File: src/rtl/seg7_pkg.sv
// Shared constants for the seven-segment scan driver: glyph table, dp bit, index width.
// Segment bit order is {dp, g, f, e, d, c, b, a}.
package seg7_pkg;

  localparam int SEG_DP = 7;

  localparam logic [7:0] GLYPH_0 = 8'h3F;
  localparam logic [7:0] GLYPH_1 = 8'h06;
  localparam logic [7:0] GLYPH_2 = 8'h5B;
  localparam logic [7:0] GLYPH_3 = 8'h4F;
  localparam logic [7:0] GLYPH_4 = 8'h66;
  localparam logic [7:0] GLYPH_5 = 8'h6D;
  localparam logic [7:0] GLYPH_6 = 8'h7D;
  localparam logic [7:0] GLYPH_7 = 8'h07;
  localparam logic [7:0] GLYPH_8 = 8'h7F;
  localparam logic [7:0] GLYPH_9 = 8'h67;
  localparam logic [7:0] GLYPH_A = 8'h77;
  localparam logic [7:0] GLYPH_B = 8'h7C;
  localparam logic [7:0] GLYPH_C = 8'h39;
  localparam logic [7:0] GLYPH_D = 8'h5E;
  localparam logic [7:0] GLYPH_E = 8'h79;
  localparam logic [7:0] GLYPH_F = 8'h71;

  // A single-digit display still needs a 1-bit index register.
  function automatic int idx_w(input int n);
    return (n > 1) ? $clog2(n) : 1;
  endfunction

endpackage

File: src/rtl/seg7_glyph.sv
// Combinational hex nibble to a..g segment pattern (active-high, no dp).
module seg7_glyph
  import seg7_pkg::*;
(
  input  logic [3:0] nib_i,
  output logic [6:0] seg_o
);

  always_comb begin
    case (nib_i)
      4'h0:    seg_o = GLYPH_0[6:0];
      4'h1:    seg_o = GLYPH_1[6:0];
      4'h2:    seg_o = GLYPH_2[6:0];
      4'h3:    seg_o = GLYPH_3[6:0];
      4'h4:    seg_o = GLYPH_4[6:0];
      4'h5:    seg_o = GLYPH_5[6:0];
      4'h6:    seg_o = GLYPH_6[6:0];
      4'h7:    seg_o = GLYPH_7[6:0];
      4'h8:    seg_o = GLYPH_8[6:0];
      4'h9:    seg_o = GLYPH_9[6:0];
      4'hA:    seg_o = GLYPH_A[6:0];
      4'hB:    seg_o = GLYPH_B[6:0];
      4'hC:    seg_o = GLYPH_C[6:0];
      4'hD:    seg_o = GLYPH_D[6:0];
      4'hE:    seg_o = GLYPH_E[6:0];
      default: seg_o = GLYPH_F[6:0];
    endcase
  end

endmodule

File: src/rtl/seg7_scan.sv
// Multiplexed hex seven-segment scanner with frame-aligned (tear-free) updates and registered outputs.
// Optional leading-zero blanking is compiled in with `define SEG7_LZB_EN.
module seg7_scan
  import seg7_pkg::*;
#(
  parameter int DIGITS   = 4,
  parameter int PRESCALE = 1000,
  parameter int DEAD     = 1,
  parameter bit SEG_INV  = 1'b0,
  parameter bit DIG_INV  = 1'b0
) (
  input  logic                  clk,
  input  logic                  rst_n,
  input  logic [4*DIGITS-1:0]   value,
  input  logic [DIGITS-1:0]     dp,
  input  logic [DIGITS-1:0]     blank,
  input  logic                  load,
  output logic [7:0]            segments,
  output logic [DIGITS-1:0]     digit_en,
  output logic                  frame
);

  localparam int CW = $clog2(PRESCALE);
  localparam int IW = idx_w(DIGITS);
  localparam logic [CW-1:0]     CNT_MAX = CW'(PRESCALE - 1);
  localparam logic [IW-1:0]     IDX_MAX = IW'(DIGITS - 1);
  localparam logic [7:0]        SEG_OFF = {8{SEG_INV}};
  localparam logic [DIGITS-1:0] DIG_OFF = {DIGITS{DIG_INV}};

  logic [CW-1:0]       cnt_q, cnt_d;
  logic [IW-1:0]       idx_q, idx_d;
  logic [4*DIGITS-1:0] stg_val_q, stg_val_d, disp_val_q, disp_val_d;
  logic [DIGITS-1:0]   stg_dp_q, stg_dp_d, disp_dp_q, disp_dp_d;
  logic [DIGITS-1:0]   stg_blank_q, stg_blank_d, disp_blank_q, disp_blank_d;
  logic                pending_q, pending_d;
  logic [7:0]          seg_q, seg_d;
  logic [DIGITS-1:0]   den_q, den_d;
  logic                frame_q, frame_d;

  logic                boundary;
  logic                in_dead;
  logic [3:0]          cur_nib;
  logic                cur_dp;
  logic                cur_blank;
  logic [DIGITS-1:0]   sel;
  logic [6:0]          glyph;
  logic [7:0]          seg_raw;
  logic [DIGITS-1:0]   lz_blank;

  if (DEAD == 0) begin : g_nodead
    assign in_dead = 1'b0;
  end else begin : g_dead
    assign in_dead = (cnt_q < CW'(DEAD));
  end

`ifdef SEG7_LZB_EN
  // A digit is a leading zero when it and every more-significant nibble are zero.
  always_comb begin
    logic all_zero;
    all_zero = 1'b1;
    lz_blank = '0;
    for (int k = DIGITS - 1; k >= 1; k--) begin
      all_zero    = all_zero && (disp_val_q[4*k +: 4] == 4'h0);
      lz_blank[k] = all_zero;
    end
  end
`else
  assign lz_blank = '0;
`endif

  seg7_glyph u_glyph (
    .nib_i (cur_nib),
    .seg_o (glyph)
  );

  always_comb begin
    boundary = (cnt_q == '0) && (idx_q == '0);

    cnt_d = (cnt_q == CNT_MAX) ? '0 : cnt_q + 1'b1;
    idx_d = idx_q;
    if (cnt_q == CNT_MAX) begin
      idx_d = (idx_q == IDX_MAX) ? '0 : idx_q + 1'b1;
    end

    // A boundary copy takes the old staging; a coincident load refills it and keeps pending set.
    disp_val_d   = disp_val_q;
    disp_dp_d    = disp_dp_q;
    disp_blank_d = disp_blank_q;
    pending_d    = pending_q;
    if (boundary && pending_q) begin
      disp_val_d   = stg_val_q;
      disp_dp_d    = stg_dp_q;
      disp_blank_d = stg_blank_q;
      pending_d    = 1'b0;
    end
    stg_val_d   = stg_val_q;
    stg_dp_d    = stg_dp_q;
    stg_blank_d = stg_blank_q;
    if (load) begin
      stg_val_d   = value;
      stg_dp_d    = dp;
      stg_blank_d = blank;
      pending_d   = 1'b1;
    end

    cur_nib   = '0;
    cur_dp    = 1'b0;
    cur_blank = 1'b0;
    sel       = '0;
    for (int k = 0; k < DIGITS; k++) begin
      if (idx_q == IW'(k)) begin
        cur_nib   = disp_val_q[4*k +: 4];
        cur_dp    = disp_dp_q[k];
        cur_blank = disp_blank_q[k] | lz_blank[k];
        sel[k]    = 1'b1;
      end
    end

    seg_raw         = {1'b0, cur_blank ? 7'h00 : glyph};
    seg_raw[SEG_DP] = cur_dp;

    if (in_dead) begin
      seg_d = SEG_OFF;
      den_d = DIG_OFF;
    end else begin
      seg_d = seg_raw ^ SEG_OFF;
      den_d = sel ^ DIG_OFF;
    end
    frame_d = boundary;
  end

  always_ff @(posedge clk) begin
    if (!rst_n) begin
      cnt_q        <= '0;
      idx_q        <= '0;
      stg_val_q    <= '0;
      stg_dp_q     <= '0;
      stg_blank_q  <= '0;
      disp_val_q   <= '0;
      disp_dp_q    <= '0;
      disp_blank_q <= '0;
      pending_q    <= 1'b0;
      seg_q        <= SEG_OFF;
      den_q        <= DIG_OFF;
      frame_q      <= 1'b0;
    end else begin
      cnt_q        <= cnt_d;
      idx_q        <= idx_d;
      stg_val_q    <= stg_val_d;
      stg_dp_q     <= stg_dp_d;
      stg_blank_q  <= stg_blank_d;
      disp_val_q   <= disp_val_d;
      disp_dp_q    <= disp_dp_d;
      disp_blank_q <= disp_blank_d;
      pending_q    <= pending_d;
      seg_q        <= seg_d;
      den_q        <= den_d;
      frame_q      <= frame_d;
    end
  end

  assign segments = seg_q;
  assign digit_en = den_q;
  assign frame    = frame_q;

endmodule
File: config.mk
export PLATFORM = sky130hd
export DESIGN_NAME = seg7_scan
export DESIGN_NICKNAME = d
export VERILOG_FILES = /design/src/rtl/seg7_pkg.sv /design/src/rtl/seg7_glyph.sv /design/src/rtl/seg7_scan.sv
export SDC_FILE = /design/constraint.sdc
export NUM_CORES = 1
export LEC_CHECK = 0
export ABC_CLOCK_PERIOD_IN_PS = 3100
export CAP_MARGIN = 20
export CORE_UTILIZATION = 25
export DETAILED_ROUTE_END_ITERATION = 16
export SYNTH_ARGS = -nofsm -noshare
export SYNTH_HDL_FRONTEND = slang
export SYNTH_SLANG_ARGS = --single-unit
export TNS_END_PERCENT = 20
File: constraint.sdc
create_clock -name clk -period 3.1 [get_ports clk]
set_clock_uncertainty 0.05 [all_clocks]
set_input_delay 0.62 -clock clk [delete_from_list [all_inputs] [get_ports clk]]
set_output_delay 0.62 -clock clk [all_outputs]
set_load 0.01 [all_outputs]
==> reports/metrics.cfg <==
[pwr]
leakage_nw=1.71
vdd.ir_drop.worst_v=0.000229
power.density_nw_per_um2=575

[sta]
maxSlewHeadroom_pct=42.8
fin_crit_ps=2560
finalMaxSlewViolations=0
fin_crit_sh_pct=82.5
hold_viol_final=0
fmax_mhz=391
fin_tns_setup_ps=0
worst_pin_slew_ps=858
finalSetupViolations=0
rsz0062_at_grt=false

[routing]
first_pass_iters=4
drt-initial-drc-count=68
drtAntennaViolNets=0
via_per_inst=4.23
num_vias=2265
routedWlPerCell_um=12.1
drc_errors=0
drt_wl_total_um=6470

[final_layout]
fin_nets=400
final_cell_mix=dfxtp_1, nor2b_1, mux2i_1
postLayoutCellArea_um2=4160
num_antenna_cells=0
utilization_pct=32.7
drive_above_1_share_pct=7.14
syn_to_final_growth_pct=26.4
layout_commonest_cell=dfxtp_1

[clock_tree]
clock_sinks=74
clock_latency_ps=330
cts_max_path_buffers=2
postCtsSetupRepairBufs=0
clk_pin_slew_ps=60
cts_hold_buf=0
clockRootBuffer=clkbuf_16
cts_tree=done
cts_made_buffers=9
cts_resized=0
htreeDepth=3

[worst_hold_path]
holdPathStages=1
hold_path_class=flop to flop
hold_end=cnt_q[0]
min_from=cnt_q[0]

[worst_setup_path]
critPathMaxFanout=15
worstRegToRegCells=7
r2r-start=idx_q[0]
r2r-end=segments[3]
crit_path_start_kind=flop
cp-end-kind=flop
arrival_ps=2760
critical_path_class=flop to flop
r2r_slack_ps=540
cp.required_ps=3300

[global_route]
grt_pass1_vias=2183
overflow=0
grt_max_degree=57
antenna_found_initial=0
grt_usage_pct=10.3
grt_first_pass_wirelength_um=10600

[placed_design]
port_buffers=39
place_hpwl_um=4670
place_area_um2=3820
routabilityCongestion=0.769

[yosys]
yosysSeqAreaShare_pct=45.0
synth-seq-cells=74
syn_inst=324
synth_edf_count=0
syn_area_per_cell_um2=10.2
synth_cell_types=41
syn_nets=365
synth_ff_type=dfxtp_1
async_flop_share_pct=0
synth_area_um2=3290
yosys_warnings=0

[floorplanning]
die_h_um=117
num_io_pins=40
start_util_pct=25.9
die_w_um=117
num_rows=41
fp.coreArea_um2=12700
die_area_um2=13600

[job]
cap_viol_max_count=0

[status]
status=finished, final reports clean

-- per-layer routing --
layer	global-route usage, %	vias up	wire length, um
li1	-	1166	-
met5	0	-	0
met2	16.9	32	3000
met4	4.81	0	123
met1	12.8	1056	3170
met3	2.52	11	184
-- cell families (layout without fill, tap and decap cells) --
family | count (synthesis) | in the layout | synth area share (%)
multiplexers | 52 | 52 | 15.8
AND/OR/NAND/NOR | 128 | 128 | 22.3
flip-flops | 74 | 74 | 45.0
buffers and inverters | 24 | 64 | 3.65
adder cells (fa/ha/maj) | 14 | 14 | 5.32
AO/OA/AOI/OAI | 24 | 24 | 5.74
XOR/XNOR | 8 | 8 | 2.13
-- registers in the layout, summed over array words and instances (netlist names) --
name	count
disp_val_q	16
pending_q	1
digit_en	4
frame	1
stg_dp_q	4
cnt_q	10
disp_dp_q	4
disp_blank_q	4
stg_blank_q	4
stg_val_q	16
idx_q	2
segments	8
-- cell type report --
class / count / area [um^2]
flip-flops and latches: 74 / 1480
clock inverters: 7 / 118
repair buffers: 41 / 405
inverters: 7 / 26.3
clock buffers: 9 / 225
well taps: 172 / 215
multi-input cells: 226 / 1690
fillers: 1338 / 8560
-- Yosys cell counts, types with 2 or more instances --
cell type	number	area, um^2
o21a_1	2	15.0
nand4_1	2	12.5
buf_4	2	15.0
xor2_1	4	35.0
or4_4	2	22.5
a31oi_1	3	18.8
a21oi_1	2	10.0
dfxtp_1	74	1480
nor3b_1	3	22.5
inv_1	6	22.5
nand3b_1	7	52.6
and3_1	3	18.8
mux2i_1	51	510
xnor2_1	4	35.0
a221oi_1	3	26.3
buf_2	5	25.0
and2_1	11	68.8
nor2_1	17	63.8
nand2_1	23	86.3
buf_6	2	22.5
or3_1	2	12.5
clkbuf_1	7	26.3
nor2b_1	53	332
ha_1	14	175
o21ai_0	3	15.0
a211oi_1	4	30.0
-- worst max-delay path, stage by stage (launching register included) --
cell     delay, ps
dfxtp_1        390
ha_1           520
nor2_1         210
a31oi_1        370
inv_1          190
ha_1           270
or3_1          350
a31oi_1        150
-- worst max-delay path by stage --
stage | start | end | slack [ps] | depth (start not counted)
5_1_grt | idx_q[0] | segments[3] | 300 | 7
3_5_place_dp | idx_q[0] | segments[3] | 570 | 7
6_report | idx_q[0] | segments[3] | 540 | 7
3_3_place_gp | idx_q[0] | segments[3] | 680 | 7
2_1_floorplan | idx_q[1] | segments[3] | 870 | 8
4_1_cts | idx_q[0] | segments[3] | 560 | 7
-- power breakdown --
part | internal, W | switching (W)
Clock | 0.000784 | 0.000393
Sequential | 0.000994 | 0.0000246
Combinational | 0.000114 | 0.0000858
Total | 0.00189 | 0.000504
-- per-stage QoR --
step | cells | total power (W) | setup WS [ps] | hold slack (ps)
after floorplan | 324 | 0.00116 | 869 | 380
after global placement | 520 | 0.00124 | 677 | 404
after detailed placement | 520 | 0.00124 | 567 | 401
after CTS | 536 | 0.00242 | 559 | 414
after global routing | 536 | 0.00249 | 296 | 458
final | 536 | 0.00240 | 543 | 411
Power figures use the tool's default switching activity.
